$ cat config.mk
export PLATFORM = sky130hd
export DESIGN_NAME = mat_store
export DESIGN_NICKNAME = d
export VERILOG_FILES = /design/src/rtl/mat_store.sv
export SDC_FILE = /design/constraint.sdc
export NUM_CORES = 1
export LEC_CHECK = 0
export CORE_UTILIZATION = 25
export DETAILED_ROUTE_END_ITERATION = 6
export HOLD_SLACK_MARGIN = 0.08
export SLEW_MARGIN = 20
export SYNTH_ARGS = -nofsm -noshare
export SYNTH_HDL_FRONTEND = slang
export SYNTH_SLANG_ARGS = --single-unit
$ cat constraint.sdc
create_clock -name clk -period 9.5 [get_ports clk]
set_clock_uncertainty 0.15 [all_clocks]
set_input_delay 1.425 -clock clk [delete_from_list [all_inputs] [get_ports clk]]
set_output_delay 1.425 -clock clk [all_outputs]
set_load 0.02 [all_outputs]
$ cat src/rtl/mat_store.sv
// Two-slot matrix store: row-major streaming writes, zero-latency reads.
// Feeds the matrix adder's single read port.
module mat_store #(
  parameter int DIM_WIDTH  = 3,
  parameter int DATA_WIDTH = 8,
  parameter int MAX_DIM    = 5
) (
  input  logic                  clk,
  input  logic                  rst_n,
  input  logic                  wr_start,
  input  logic                  wr_slot,
  input  logic [DIM_WIDTH-1:0]  wr_m,
  input  logic [DIM_WIDTH-1:0]  wr_n,
  input  logic                  wr_valid,
  input  logic [DATA_WIDTH-1:0] wr_elem,
  input  logic                  wr_abort,
  output logic                  wr_ready,
  output logic                  wr_busy,
  output logic                  wr_done,
  output logic                  wr_error,
  output logic [1:0]            slot_valid,
  output logic [DIM_WIDTH-1:0]  slot0_m,
  output logic [DIM_WIDTH-1:0]  slot0_n,
  output logic [DIM_WIDTH-1:0]  slot1_m,
  output logic [DIM_WIDTH-1:0]  slot1_n,
  input  logic                  rd_en,
  input  logic                  rd_slot_idx,
  input  logic [DIM_WIDTH-1:0]  rd_row_idx,
  input  logic [DIM_WIDTH-1:0]  rd_col_idx,
  output logic [DATA_WIDTH-1:0] rd_elem,
  output logic                  rd_elem_valid,
  output logic                  rd_err
);

  localparam int DEPTH = MAX_DIM * MAX_DIM;
  localparam int AW    = $clog2(2 * DEPTH);
  localparam logic [DIM_WIDTH-1:0] MAXD = DIM_WIDTH'(MAX_DIM);
  localparam logic [DIM_WIDTH-1:0] ONE  = DIM_WIDTH'(1);

  typedef enum logic [1:0] {
    W_IDLE,
    W_LOAD,
    W_DONE,
    W_ERR
  } wstate_t;

  wstate_t state_q, state_d;

  logic                 slot_q;
  logic [DIM_WIDTH-1:0] m_q, n_q;
  logic [DIM_WIDTH-1:0] row_q, col_q;
  logic [1:0]           valid_q;
  logic [1:0][DIM_WIDTH-1:0] sm_q, sn_q;

  logic [DATA_WIDTH-1:0] mem [2*DEPTH];

  logic          dims_ok;
  logic          start_ok;
  logic          elem_we;
  logic          col_last;
  logic          row_last;
  logic [AW-1:0] wr_addr;
  logic [AW-1:0] rd_addr;

  logic [DIM_WIDTH-1:0] rd_m, rd_n;
  logic                 rd_ok;

  assign dims_ok = (wr_m != '0) && (wr_n != '0) &&
                   (wr_m <= MAXD) && (wr_n <= MAXD);

  assign col_last = (col_q == n_q - ONE);
  assign row_last = (row_q == m_q - ONE);

  assign wr_addr = (slot_q ? AW'(DEPTH) : '0) +
                   AW'(row_q) * AW'(MAX_DIM) + AW'(col_q);

  always_comb begin
    state_d  = state_q;
    wr_ready = 1'b0;
    wr_busy  = 1'b0;
    wr_done  = 1'b0;
    wr_error = 1'b0;
    start_ok = 1'b0;
    elem_we  = 1'b0;
    unique case (state_q)
      W_IDLE: begin
        if (wr_start) begin
          start_ok = dims_ok;
          state_d  = dims_ok ? W_LOAD : W_ERR;
        end
      end
      W_LOAD: begin
        wr_ready = 1'b1;
        wr_busy  = 1'b1;
        // abort wins over an element offered in the same cycle
        if (wr_abort) begin
          state_d = W_IDLE;
        end else if (wr_valid) begin
          elem_we = 1'b1;
          if (row_last && col_last) state_d = W_DONE;
        end
      end
      W_DONE: begin
        wr_done = 1'b1;
        state_d = W_IDLE;
      end
      W_ERR: begin
        wr_error = 1'b1;
        state_d  = W_IDLE;
      end
      default: state_d = W_IDLE;
    endcase
  end

  always_ff @(posedge clk or negedge rst_n) begin
    if (!rst_n) begin
      state_q <= W_IDLE;
      slot_q  <= 1'b0;
      m_q     <= '0;
      n_q     <= '0;
      row_q   <= '0;
      col_q   <= '0;
      valid_q <= '0;
      sm_q    <= '0;
      sn_q    <= '0;
    end else begin
      state_q <= state_d;
      if (start_ok) begin
        slot_q           <= wr_slot;
        m_q              <= wr_m;
        n_q              <= wr_n;
        row_q            <= '0;
        col_q            <= '0;
        valid_q[wr_slot] <= 1'b0;
        sm_q[wr_slot]    <= '0;
        sn_q[wr_slot]    <= '0;
      end
      if (elem_we) begin
        if (col_last) begin
          col_q <= '0;
          row_q <= row_q + ONE;
        end else begin
          col_q <= col_q + ONE;
        end
        // slot becomes readable in the same cycle wr_done pulses
        if (row_last && col_last) begin
          valid_q[slot_q] <= 1'b1;
          sm_q[slot_q]    <= m_q;
          sn_q[slot_q]    <= n_q;
        end
      end
    end
  end

  always_ff @(posedge clk) begin
    if (elem_we) mem[wr_addr] <= wr_elem;
  end

  assign rd_m = sm_q[rd_slot_idx];
  assign rd_n = sn_q[rd_slot_idx];

  assign rd_ok = rd_en && valid_q[rd_slot_idx] &&
                 (rd_row_idx < rd_m) && (rd_col_idx < rd_n);

  assign rd_addr = (rd_slot_idx ? AW'(DEPTH) : '0) +
                   AW'(rd_row_idx) * AW'(MAX_DIM) + AW'(rd_col_idx);

  assign rd_elem       = rd_ok ? mem[rd_addr] : '0;
  assign rd_elem_valid = rd_ok;
  assign rd_err        = rd_en && !rd_ok;

  assign slot_valid = valid_q;
  assign slot0_m    = sm_q[0];
  assign slot0_n    = sn_q[0];
  assign slot1_m    = sm_q[1];
  assign slot1_n    = sn_q[1];

endmodule
==> impl_results.md, run 1 <==
- Status: finished, final reports clean
- Core area: about 71000 sq um
- Final setup vio count: 0
- Iter 0 DRT Violations: ~1000
- Largest net degree at the start of global routing: 61
- Routed WL per cell: ~21 microns
- Total wire length: between 40000 and 50000 microns
- Fin. Hold Viols: 0
- Die area: ~73000 sq um
- Yosys cell types: 53
- Crit Path Category: in -> out
- DRT antenna net count: 0
- Final non-filler cell area: 20900 sq um
- Number of max-cap violations: 0
- Crit path cell chain: clkdlybuf4s50_1 -> fa_4 -> ha_4 -> inv_1 -> fa_2 -> buf_4 -> or2_2 -> o221ai_1 -> o22ai_1 -> o22ai_1 -> a221oi_1 -> clkdlybuf4s50_1
- Clock Tree Buf Depth: 3
- Slew @ Worst Pin: about 1100 ps
- Main synth FF type: edfxtp_1
- EDFF count, synth: 400
- Vias per cell: around 4.6
- Final min period: ~8000 ps
- # clock sinks: 429
- Hold_buf cts: 0
- CTS clock-pin slew for the worst setup and hold paths: approximately 60 ps
- CP peak stage delay: 1100 ps
- Max-slew violations: 0
- CP arrival: about 6400 ps
- Fmax: around 130 MHz
- Setup TNS: 0 ps
- Seq/Total Area, Yosys: 0.710
- CTS tree: done
- PostCTS Resize Cnt: 0
- CTS H-Tree Depth: 2
- CP required: around 7900 ps
- Top cell type's share of synthesized area: 0.670
- Total CTS buffers: 44
- Slew HR: 0.257
- Placer Congestion: 0.829
- Mean Syn Cell Area: about 18 sq um
- Total grt overflow: 0
- Clock Latency Late Sink: 570 ps
- Via count: between 9000 and 10000
- Io pins: 56
- YS warnings: 0
- Global-route wire length before repair: ~63000 microns
- Vias in the first global route: 9489
- Root buffer cell: clkbuf_16
- Final #Nets: 1101
- HPWL Detailed: 26500 microns
- Crit end category: output pin
- RSZ-0062 raised after global routing: no
- Net Count, Synth: ~1000
- Leading area contributor after synthesis: edfxtp_1
- Ratio of cells with drive above 1 in the final layout: 0.190
- Slowest CP cell: fa_2
- Port bufs: 55
- Total GRT Usage: 0.115
- Worst hold path type: reg -> reg
- Initial antenna violation count: 0
- Area growth from synthesis to final layout: 16.7%
- Chip height: 270 microns
- Syn Inst Count: between 900 and 1000
- Period utilisation layout: 0.838
- Layout fillers: just under 7000
- Die Span X: ~270 microns
- Commonest cells in the netlist: 400 x edfxtp_1, 85 x mux4_2, 69 x mux2i_1, 60 x nor2_1, 57 x nand2_1
- Ant. Diodes: 0
- Placement Rows: 97
- # Post-CTS Setup Buffers: 0
- First drt pass iteration count: 5
- Most common cell in the netlist: edfxtp_1
- Final routed DRC violation total: 0
- Ranking of synthesized cells by area: edfxtp_1 67%, mux4_2 11%, dfrtp_1 4.0%, mux2i_1 3.9%, mux2_2 1.8%
- Area post-placement: between 15000 and 20000 sq um
- Peak supply drop: approximately 130 uV
- CP startpoint kind: input pin
- Initial core utilization: 0.254
- Pwr/cell area: ~230 nW/um^2
- Cell leakage power: 0.00683 uW
- Worst Path Max Fanout: 26
- Async SR Flop Fraction: 0.0676
- Mapped Area: 17900 sq um
- Synth Register Bits: around 430
==> kinds of logic (layout without fill, tap and decap cells) <==
kind of cell / count (synthesis) / in the layout / share of synthesized area
DFF: 429 / 429 / 0.710
and+or+nand+nor: 185 / 185 / 0.0474
muxes: 183 / 183 / 0.163
buffers and inverters: 67 / 172 / 0.0199
AOI/OAI and AO/OA: 66 / 66 / 0.0271
adders and majority gates: 30 / 30 / 0.0234
xor gates and xnor gates: 14 / 14 / 0.00865
==> worst paths after layout <==
check,to,startpoint,cells past startpoint,slack [ps]
setup / recovery,rd_elem[6],rd_slot_idx,12,1540
hold / removal,n_q[1],n_q[1],1,350
setup reg to reg,mem[4][3],row_q[0],8,5170
hold reg to reg,n_q[1],n_q[1],1,350
max in group asynchronous,col_q[0],rst_n,2,7840
min in group asynchronous,m_q[2],rst_n,2,1090
==> critical path: cells and delay by family <==
family	cells	cell delay, ps
buffers and inverters	4	2150
adder cells (fa/ha/maj)	3	1660
AO/OA/AOI/OAI	4	900
AND/OR/NAND/NOR	1	220
==> cell type report <==
class	instances	area (sq um)	share of cell area
Clock buffer	59	1170	0.0558
Timing Repair Buffer	67	601	0.0287
Clock inverter	23	297	0.0142
Multi-Input combinational cell	478	4870	0.233
Sequential cell	429	12700	0.608
Inverter	23	86.3	0.00412
Tap cell	940	1180	0.0562
==> per-stage QoR <==
step / hold slack, ps / total power [uW] / std cells / worst slack [ps] / utilization
after floorplan: 329 / 2760 / 974 / 3650 / -
after global placement: 346 / 3030 / 1937 / 1620 / 0.276
after detailed placement: 346 / 3050 / 1937 / 1540 / 0.276
after CTS: 359 / 4790 / 2019 / 1560 / 0.297
after global routing: 378 / 4930 / 2019 / 1280 / 0.297
final: 354 / 4750 / 2019 / 1540 / 0.297
==> layout by cell type (no fill, tap or decap), types with 4 or more instances in the layout <==
cell             synthesis  routed
clkbuf_16                0      44
o221ai_1                 6       6
nor2_1                  60      60
clkdlybuf4s50_1          0      47
a21o_1                   4       4
o21ai_0                  6       6
nand3_1                 25      25
xnor2_1                  5       4
xor2_1                   7       7
a211oi_1                 8       8
nand2_1                 57      57
buf_4                   13      12
a21oi_1                  4       4
mux2i_1                 69      69
buf_2                   16       8
mux4_2                  85      85
bufinv_16                0       5
nor2b_1                 11      11
nand2b_1                 4       4
edfxtp_1               400     400
or2_2                    4       4
clkbuf_1                10      14
clkinv_2                 0       4
or3_1                    6       6
a221oi_1                 6       6
fa_1                     6       4
dfrtp_1                 29      29
clkinv_1                 0       9
mux2_2                  29      29
ha_1                    24      23
inv_1                   23      23
o22ai_1                 13      13
==> registers in the layout (all words and copies together), names as in the netlist <==
| signal | count |
|---|---|
| col_q | 3 |
| m_q | 3 |
| mem | 400 |
| n_q | 3 |
| row_q | 3 |
| slot0_m | 3 |
| slot0_n | 3 |
| slot1_m | 3 |
| slot1_n | 3 |
| slot_q | 1 |
| slot_valid | 2 |
| state_q | 2 |
==> layer usage <==
layer | up-vias | part of all wire | global-route usage | wire (microns)
li1 | 4017 | - | - | -
met2 | 358 | 0.44 | 0.168 | 18300
met1 | 4786 | 0.45 | 0.165 | 18900
met5 | - | 0 | 0 | 0
met4 | 0 | 0.023 | 0.0323 | 947
met3 | 63 | 0.087 | 0.0315 | 3630
==> power by group <==
group	total [uW]	leakage [uW]	internal, uW	switching [uW]
Combinational	858	0.00215	346	512
Clock	1750	0.000701	1010	738
Sequential	2140	0.00398	2110	36.3
Total	4750	0.00683	3470	1290
Note: power is estimated with default switching activity, not from simulation.
==> inputs of run 2 (changes only) <==
==> constraint.sdc (replaced) <==
create_clock -name clk -period 6.9 [get_ports clk]
set_clock_uncertainty 0.15 [all_clocks]
set_input_delay 1.035 -clock clk [delete_from_list [all_inputs] [get_ports clk]]
set_output_delay 1.035 -clock clk [all_outputs]
set_load 0.02 [all_outputs]
==> run 2 against run 1 <==
Sequential share of layout area fell by 0.14 points. Setup slack got worse by 1200 ps. Register-to-register slack got worse by 2700 ps.
==> impl_results.md, run 2 (same netlist as run 1, synthesis figures left out) <==
- Status: finished, final reports clean
- RSZ-0062 raised after global routing: no
- Area growth from synthesis to final layout: 17.0%
- Chip height: 270 microns (unchanged)
- Total GRT Usage: 0.114 (-0.000838)
- Most frequent cells in the layout: 400 x edfxtp_1, 85 x mux4_2, 69 x mux2i_1
- Worst r2r path cells: 8 (unchanged)
- Hold_buf cts: 0 (unchanged)
- CP peak stage delay: 860 ps (-240 ps)
- Clock Tree Buf Depth: 3 (unchanged)
- # clock sinks: 429 (unchanged)
- CTS clock-pin slew for the worst setup and hold paths: 60 ps (about the same)
- HPWL Detailed: 27600 microns (+4.2%)
- CTS H-Tree Depth: 2 (unchanged)
- Most crowded layer after global routing: met2
- Hold Path Cell Cnt: 1 (unchanged)
- Final min period: 6560 ps
- Slowest CP cell: fa_2
- Largest reg by FF count: mem
- Io pins: 56 (unchanged)
- Core area: 70500 sq um (unchanged)
- Worst Path Max Fanout: 15 (-42%)
- Ant. Diodes: 0 (unchanged)
- Peak supply drop: 177 uV (+38%)
- Initial core utilization: 0.254 (unchanged)
- Final design utilization: 0.298 (+0.000692)
- Largest net degree at the start of global routing: 51 (-16%)
- Final #Nets: 1111 (+0.91%)
- Max reg flops: 400 (unchanged)
- CP startpoint kind: input pin
- Clock Latency Late Sink: 550 ps (-20 ps)
- Placement Rows: 97 (unchanged)
- Reg2reg setup slack: 2470 ps (-2700 ps)
- Period utilisation layout: 0.951
- Total wire length: 42000 microns (+0.51%)
- Final non-filler cell area: 21000 sq um (+0.23%)
- Clock Power Share: 0.358 (-0.010)
- Logic gate share of total power: 0.188 (+0.007)
- CP required: 5710 ps (-2220 ps)
- Slew @ Worst Pin: 1100 ps (-14.5 ps)
- M2 GR Usage: 0.175 (+0.00724)
- CTS tree: done
- Fmax: about 150 MHz
- Die area: 72800 sq um (unchanged)
- Vias per cell: 4.56 (-0.10%)
- Die Span X: 270 microns (unchanged)
- # Post-CTS Setup Buffers: 0 (unchanged)
- Pint: 4740 uW (+37%)
- Worst hold path type: reg -> reg
- Final setup vio count: 0 (unchanged)
- Pwr/cell area: 310 nW/um^2 (+36%)
- Global-route wire length before repair: 61900 microns (-1.5%)
- Placer Congestion: 0.790 (-4.7%)
- Reg2reg start: slot_q
- PostCTS Resize Cnt: 0 (unchanged)
- Via count: 9233 (+0.098%)
- Net Switching: 1760 uW (+37%)
- Dpl ws: 457 ps (-1090 ps)
- Number of max-cap violations: 0 (unchanged)
- Cell leakage power: 0.00686 uW (+0.46%)
- CP arrival: 5370 ps (-1020 ps)
- Hold path startpoint: m_q[1]
- Fin. Hold Viols: 0 (unchanged)
- Root buffer cell: clkbuf_16
- Area post-placement: 19600 sq um (+0.58%)
- Port bufs: 55 (unchanged)
- Vias in the first global route: 9246 (-2.6%)
- Placed cells: 1947 (+0.52%)
- Largest delay share family, worst path: adder cells
- Routed WL per cell: 20.7 microns (+0.32%)
- Critical path buffers and inverters: 4 (unchanged)
- Setup TNS: 0 ps (unchanged)
- Final routed DRC violation total: 0 (unchanged)
- Worst r2r dst: mem[3][1]
- Cell Count, Final, Fillers Out: 2023 (+0.20%)
- First drt pass iteration count: 5 (unchanged)
- Crit Path Category: in -> out
- Crit end category: output pin
- Max-slew violations: 0 (unchanged)
- Total grt overflow: 0 (unchanged)
- Most common cell after layout, fill and taps aside: edfxtp_1
- Iter 0 DRT Violations: 839 (-15%)
- Slew HR: 0.267 (+0.00969)
- DRT antenna net count: 0 (unchanged)
- Switching share of power: 0.270 (about the same)
- Total CTS buffers: 44 (unchanged)
- Met3 track utilization from global routing: 0.0279 (-0.00356)
- Initial antenna violation count: 0 (unchanged)
- Final WS setup: 341 ps (-1200 ps)
- Crit path cell chain: clkdlybuf4s50_1 -> ha_1 -> ha_1 -> inv_1 -> fa_2 -> buf_4 -> mux4_2 -> nor2b_1 -> a211oi_1 -> a211o_1 -> a221oi_1 -> clkdlybuf4s50_1
- Reg power frac: 0.455 (+0.004)
- Ratio of cells with drive above 1 in the final layout: 0.197 (+0.00669)
- Hold path endpoint: m_q[1]
- Met1 Use GR: 0.160 (-0.00482)
run 2: cell count changes in the layout (fill, tap and decap cells not counted), sizes merged:
| cell | previous run | this run |
|---|---|---|
| buf | 20 | 30 |
| bufinv | 5 | 4 |
| clkbuf | 59 | 58 |
| clkinv | 16 | 10 |
| inv | 24 | 26 |
run 2: worst reg2reg max path: cells and delay by family (launching register included):
kind	cells	cell delay, ps
flip-flops	1	460
XOR/XNOR	1	350
AO/OA/AOI/OAI	2	440
AND/OR/NAND/NOR	2	1440
adder cells (fa/ha/maj)	3	1230
run 2: worst max-delay path by stage:
stage,start,endpoint,slack (ps),cells after the start
2_1_floorplan,rd_slot_idx,rd_elem[7],1830,12
3_3_place_gp,rd_slot_idx,rd_elem[3],440,11
3_5_place_dp,rd_slot_idx,rd_elem[0],460,11
4_1_cts,rd_row_idx[0],rd_elem[7],440,12
5_1_grt,rd_slot_idx,rd_elem[0],130,11
6_report,rd_row_idx[0],rd_elem[7],340,12
run 2: final cells by class:
cell class,instances,area [sq um]
repair buffers,77,713
fillers,6865,49500
clock buffers,58,1150
clock inverters,18,244
inverters,23,86.3
flip-flops and latches,429,12700
multi-input cells,478,4880
well taps,940,1180
run 2: routing by layer:
layer,vias up,share of wire
met3,49,0.071
li1,4048,-
met5,-,0
met4,0,0.016
met1,4821,0.45
met2,315,0.46
run 2: power groups by stage:
stage | logic (uW) | registers (uW) | clock network [uW]
after floorplan | 809 | 3000 | 0
after global placement | 1200 | 3010 | 0
after detailed placement | 1210 | 3010 | 0
after CTS | 1220 | 2950 | 2370
after global routing | 1310 | 2960 | 2450
final | 1220 | 2950 | 2320
run 2: through the flow:
stage / total power (uW) / hold slack [ps]
CTS: 6540 / 370
finish: 6500 / 367
detailed placement: 4220 / 348
floorplan: 3810 / 329
global placement: 4210 / 343
global route: 6720 / 391
